## src/rtl/asp_dma_wr_cmpl_gen.sv

```systemverilog
// DMA write-path completion generator: forwards one descriptor's worth of DMA write beats,
// then injects a fenced completion write of the magic value and pulses done_irq.
module asp_dma_wr_cmpl_gen #(
    parameter int ADDR_WIDTH  = 48,
    parameter int DATA_WIDTH  = 512,
    parameter int BURST_WIDTH = 7,
    parameter int LEN_WIDTH   = 24,
    parameter int MAGIC_WIDTH = 64
) (
    input  logic                      clk,
    input  logic                      reset_n,
    input  logic                      desc_valid,
    output logic                      desc_ready,
    input  logic [LEN_WIDTH-1:0]      desc_len,
    input  logic [ADDR_WIDTH-1:0]     desc_cmpl_addr,
    input  logic [MAGIC_WIDTH-1:0]    desc_magic,
    input  logic                      up_write,
    input  logic [ADDR_WIDTH-1:0]     up_address,
    input  logic [BURST_WIDTH-1:0]    up_burstcount,
    input  logic [DATA_WIDTH-1:0]     up_writedata,
    input  logic [DATA_WIDTH/8-1:0]   up_byteenable,
    output logic                      up_waitrequest,
    output logic                      dn_write,
    output logic [ADDR_WIDTH-1:0]     dn_address,
    output logic [BURST_WIDTH-1:0]    dn_burstcount,
    output logic [DATA_WIDTH-1:0]     dn_writedata,
    output logic [DATA_WIDTH/8-1:0]   dn_byteenable,
    input  logic                      dn_waitrequest,
    output logic                      wr_fence_flag,
    output logic                      done_irq,
    output logic                      busy,
    output logic                      err_overrun
);
    // state | meaning
    // IDLE  | waiting for a descriptor; upstream stalled
    // DATA  | forwarding DMA beats, counting down beats_left
    // CMPL  | presenting the fenced completion write until accepted
    typedef enum logic [1:0] {IDLE, DATA, CMPL} state_t;

    localparam int BE_WIDTH = DATA_WIDTH / 8;
    localparam logic [BE_WIDTH-1:0] CMPL_BE = BE_WIDTH'({(MAGIC_WIDTH/8){1'b1}});

    state_t                  state;
    state_t                  state_nxt;
    logic [LEN_WIDTH-1:0]    beats_left;
    logic [BURST_WIDTH-1:0]  burst_left;
    logic [ADDR_WIDTH-1:0]   cmpl_addr_q;
    logic [MAGIC_WIDTH-1:0]  magic_q;
    logic                    done_irq_q;
    logic                    err_q;
    logic                    accept;
    logic                    burst_first;
    logic                    last_beat;

    assign accept      = dn_write & ~dn_waitrequest;
    assign burst_first = (burst_left == '0);
    assign last_beat   = (beats_left == LEN_WIDTH'(1));
    assign done_irq    = done_irq_q;
    assign err_overrun = err_q;
    assign busy        = (state != IDLE);

    always_ff @(posedge clk) begin
        if (!reset_n) begin
            state <= IDLE;
        end else begin
            state <= state_nxt;
        end
    end

    always_comb begin
        state_nxt = state;
        case (state)
            IDLE: begin
                if (desc_valid) begin
                    state_nxt = (desc_len != '0) ? DATA : CMPL;
                end
            end
            DATA: begin
                if (accept && last_beat) begin
                    state_nxt = CMPL;
                end
            end
            CMPL: begin
                if (accept) begin
                    state_nxt = IDLE;
                end
            end
            default: state_nxt = IDLE;
        endcase
    end

    always_comb begin
        desc_ready     = 1'b0;
        up_waitrequest = 1'b1;
        dn_write       = 1'b0;
        dn_address     = '0;
        dn_burstcount  = '0;
        dn_writedata   = '0;
        dn_byteenable  = '0;
        wr_fence_flag  = 1'b0;
        case (state)
            IDLE: begin
                desc_ready = 1'b1;
            end
            DATA: begin
                up_waitrequest = dn_waitrequest;
                dn_write       = up_write;
                dn_address     = up_address;
                dn_burstcount  = up_burstcount;
                dn_writedata   = up_writedata;
                dn_byteenable  = up_byteenable;
            end
            CMPL: begin
                dn_write      = 1'b1;
                dn_address    = cmpl_addr_q;
                dn_burstcount = BURST_WIDTH'(1);
                dn_writedata  = DATA_WIDTH'(magic_q);
                dn_byteenable = CMPL_BE;
                wr_fence_flag = 1'b1;
            end
            default: ;
        endcase
    end

    always_ff @(posedge clk) begin
        if (!reset_n) begin
            beats_left  <= '0;
            burst_left  <= '0;
            cmpl_addr_q <= '0;
            magic_q     <= '0;
            done_irq_q  <= 1'b0;
            err_q       <= 1'b0;
        end else begin
            done_irq_q <= (state == CMPL) && accept;
            if (state == IDLE && desc_valid) begin
                beats_left  <= desc_len;
                burst_left  <= '0;
                cmpl_addr_q <= desc_cmpl_addr;
                magic_q     <= desc_magic;
            end else if (state == DATA && accept) begin
                beats_left <= beats_left - LEN_WIDTH'(1);
                // The last beat drops any unfinished burst so the next descriptor starts clean
                if (last_beat) begin
                    burst_left <= '0;
                end else if (burst_first) begin
                    burst_left <= up_burstcount - BURST_WIDTH'(1);
                end else begin
                    burst_left <= burst_left - BURST_WIDTH'(1);
                end
                if (burst_first && (LEN_WIDTH'(up_burstcount) > beats_left)) begin
                    err_q <= 1'b1;
                end
            end
        end
    end
endmodule

```

## config.mk

```make
export PLATFORM = sky130hd
export DESIGN_NAME = asp_dma_wr_cmpl_gen
export DESIGN_NICKNAME = d
export VERILOG_FILES = /design/src/rtl/asp_dma_wr_cmpl_gen.sv
export SDC_FILE = /design/constraint.sdc
export NUM_CORES = 1
export LEC_CHECK = 0
export CELL_PAD_IN_SITES_DETAIL_PLACEMENT = 2
export CELL_PAD_IN_SITES_GLOBAL_PLACEMENT = 2
export CORE_AREA = 3 3 544 546
export CTS_CLUSTER_SIZE = 8
export DETAILED_ROUTE_END_ITERATION = 7
export DIE_AREA = 0 0 547 549
export MAX_ROUTING_LAYER = met4
export PLACE_DENSITY = 0.45
export SETUP_SLACK_MARGIN = 0.02
export SLEW_MARGIN = 5
export SYNTH_ARGS = -nofsm -noshare
export SYNTH_HDL_FRONTEND = slang
export SYNTH_SLANG_ARGS = --single-unit
```

## constraint.sdc

```tcl
create_clock -name clk -period 2.6 [get_ports clk]
set_input_delay 0.65 -clock clk [delete_from_list [all_inputs] [get_ports clk]]
set_output_delay 0.65 -clock clk [all_outputs]
set_load 0.01 [all_outputs]
```

==> impl_results.md <==
* Buffer depth of the longest clock path at 3
* CTS Root Cell: clkbuf_16
* First-pass GRT wire length at 290,000 um
* Total GRT Usage at ~16%
* Filler cell count at about 34,000
* Required @ worst endpoint at ~2 ns
* RSZ-0062 raised after global routing: yes
* Syn Std Cell Area at 0.0113 mm^2
* Tightest Pin Transition at 0.619 ns
* Top cells by area, synth: and2_1 (28%), dfxtp_1 (26%), nand2_1 (7.9%)
* WHS Endpoint: magic_q[21]$_SDFFE_PN0P_
* Initial DRT Pass Iterations at 4
* Reg2reg path depth at 9
* Worst setup EP type: output pin
* CTS tree: yes
* Top layer in use: met4
* Clock-pin slew on the worst setup and hold paths at about 0.090 ns
* Global placer's final weighted congestion at around 0.9
* CP top delay family: buffers and inverters
* Static leakage at 0.0142 uW
* Hold-fix buffers, CTS at 0
* Remaining antenna violation count at 0
* Non-Filler Instances at 7,269
* Die area at 0.300 mm^2
* R2R Path Start: burst_left[1]$_SDFFE_PP0P_
* Placeable Area at 0.291 mm^2
* Rel. slew slack at 58.3%
* I/O Buffers at ~1,400
* Commonest non-fill, non-tap cell in the layout: clkdlybuf4s50_1
* Worst Path Max Fanout at 8
* Cell accounting for the most synthesized area: and2_1
* Met3 wire length at between 15,000 and 20,000 um
* Hpwl dp at 224,000 um
* Status: complete, but fails checks
* CTS HTree Levels at 4
* Grt ovf at 0
* Post-synthesis register bit count at 147
* Met2 wire length at 133,000 um
* DR iter-0 viols at 862
* Largest net degree at the start of global routing at 52
* Final setup fails at 599
* Power Density at 652 mW/mm^2
* Post-synthesis mux area share at 0.277%
* Routed Wire Length at ~250,000 um
* Number of flops mapped to enable cells by yosys at 0
* Starting Density at 3.88%
* Max-slew violations at 0
* Worst-path cell chain: inv_4 -> ha_4 -> buf_12 -> buf_16 -> buf_12 -> buf_12 -> buf_12 -> buf_6 -> and2_4 -> buf_6
* Failing checks: negative setup slack
* CTS buffer count at 25
* Final hold violations at 0
* Post-Synth Simple-Gate Area at 48.2%
* Die Ht at 549 um
* Final layout net count at 4,021
* Hold Startpoint: magic_q[21]$_SDFFE_PN0P_
* Final WS setup at -0.339 ns
* Vias per cell at 2.79
* Net count after synthesis at about 2,400
* Worst Hold Class: reg2reg
* Layout cells sized above 1 at 42.1%
* Number of global-route vias before repair at slightly above 20,000
* Syn_area_per_cell at 6.93 um^2
* Critical-path top delay cell: dfxtp_4
* Initial antenna violation count at 383
* Crit-path max cell delay at 0.38 ns
* Synth top area share at 28.4%
* Dpl cells at ~6,900
* Async SR Flop Fraction at 0%
* Hold path depth at 2
* Synth Flop Type: dfxtp_1
* WP buf/inv at 8
* Sink Count at about 150
* I/O Pins at 1,410
* Fin Clk Skew at 0.0441 ns
* WL met1 at ~86,000 um
* Worst Setup Start Kind: flop
* Area fraction in compound gates after synthesis at 17.0%
* Critical setup path kind: reg2out
* Critical path arrival at around 2.3 ns
* XOR/XNOR Fraction of Synth Area at ~1.6%
* Std cell rows at 198
* Peak VDD IR at 0.363 mV
* Largest family of logic cells by synthesized area: simple AND/OR/NAND/NOR gates
* Max Cap Viol at 0
* Reg2reg end: burst_left[6]$_SDFFE_PP0P_
* Total Power at 24,600 uW
* Unique masters post-synth at 54
* DR vias at 20,246
* Clock Latency Late Sink at between 0.5 and 0.6 ns
* DR DRC count at 0
* Synth Area in Adders at 1.44%
* Die Span X at between 500 and 600 um
* Register area share after synthesis at 26.1%
* Synthesized netlist cell count at 1,628
* Layout Area Growth over Synthesis at 234%
* Cell mode on critical path: buf_12
* Setup slack, reg-to-reg at -0.08 ns
* Ys Warns at 0
* Fmax at ~340 MHz
* Most frequent cells in the layout: clkdlybuf4s50_1 (776), buf_6 (332), and2_4 (260)
* Crit share post-route at 113%
* Final min period at 2.94 ns
* Avg WL per Cell at roughly 34 um
-- metrics by stage --
stage               TNS, ns  worst slack, ns  area, um^2  hold WS [ns]  util, %
CTS                 -174.84           -0.461       35300         0.464     12.1
global route        -151.98           -0.412       37700         0.489     13.0
global placement      -7.64           -0.705       32200         0.444     11.1
floorplan                 0            0.139       11300         0.437        -
finish               -94.58           -0.339       37700         0.465     13.0
detailed placement   -10.94           -0.460       32200         0.453     11.1
-- kinds of logic after synthesis --
group / after synthesis
adders and majority gates: 13
and+or+nand+nor: 977
buffers and inverters: 160
DFF: 147
AOI/OAI and AO/OA: 307
muxes: 3
xor gates and xnor gates: 21
-- power by group --
part           internal (uW)  switching, uW  total (uW)
combinational          10000           8240       18300
sequential              2620            322        2940
clock                   1940           1450        3390
total                  14600          10000       24600
-- sequential cells by signal, indices dropped and copies added, names as in the netlist --
name	flops
magic_q	64
state	2
cmpl_addr_q	48
err_overrun	1
burst_left	7
done_irq	1
beats_left	24
-- what timing repair did --
| item | CTS | global route |
|---|---|---|
| buffers inserted | 86 | 70 |
| setup endpoints to repair | 637 | 644 |
| hold endpoints to repair | 0 | 0 |
| resized for setup | 1689 | 953 |
| cloned | 29 | 20 |
| pin swaps | 35 | 37 |
-- metal layers --
layer	vias up	global-route usage, %
met4	0	3.75
met2	1415	30.4
met5	-	-
met1	9530	15.2
met3	555	5.98
li1	8746	-
-- synth_stat cells, types with 3 or more instances --
library cell and number:
a211oi_1 10, a21o_1 3, a21oi_1 137, a22oi_1 112
and2_1 512, and3b_1 3, buf_1 14, buf_2 3
clkbuf_1 128, dfxtp_1 147, ha_1 13, inv_1 13
nand2_1 237, nand2b_1 3, nand3_1 5, nand4_1 4
nand4b_1 3, nor2_1 44, nor2b_1 116, nor3_1 15
nor4_1 15, o211ai_1 3, o21ai_0 21, o21ai_1 3
or3_1 5, xnor2_1 21
-- worst register-to-register path: stages, from the launching register on --
cell and delay, ns:
dfxtp_1 0.37, nor4_2 0.08, and3b_1 0.22, a21oi_1 0.17
ha_1 0.21, or3b_1 0.37, a2111oi_0 0.54, and3_1 0.28
mux2i_1 0.09, a22o_1 0.24
-- worst max-delay path by stage --
| stage | from | endpoint | cells after the start |
|---|---|---|---|
| 2_1_floorplan | burst_left[3]$_SDFFE_PP0P_ | burst_left[6]$_SDFFE_PP0P_ | 10 |
| 3_3_place_gp | up_burstcount[0] | burst_left[6]$_SDFFE_PP0P_ | 8 |
| 3_5_place_dp | up_burstcount[0] | burst_left[6]$_SDFFE_PP0P_ | 8 |
| 4_1_cts | state[1]$_SDFFE_PN0P_ | dn_writedata[17] | 10 |
| 5_1_grt | state[1]$_SDFFE_PN0P_ | dn_byteenable[4] | 9 |
| 6_report | state[1]$_SDFFE_PN0P_ | dn_writedata[218] | 10 |
-- cell type report --
class	instances	area, um^2	area share, %
Tap cell	3900	4880	12.9
Clock buffer	30	684	1.81
Multi-Input combinational cell	1322	9400	24.9
Antenna cell	127	318	0.842
Clock inverter	3	42.5	0.113
Timing Repair Buffer	1726	19400	51.4
Sequential cell	147	2950	7.82
Inverter	14	62.6	0.166
Note: power is estimated with default switching activity, not from simulation.
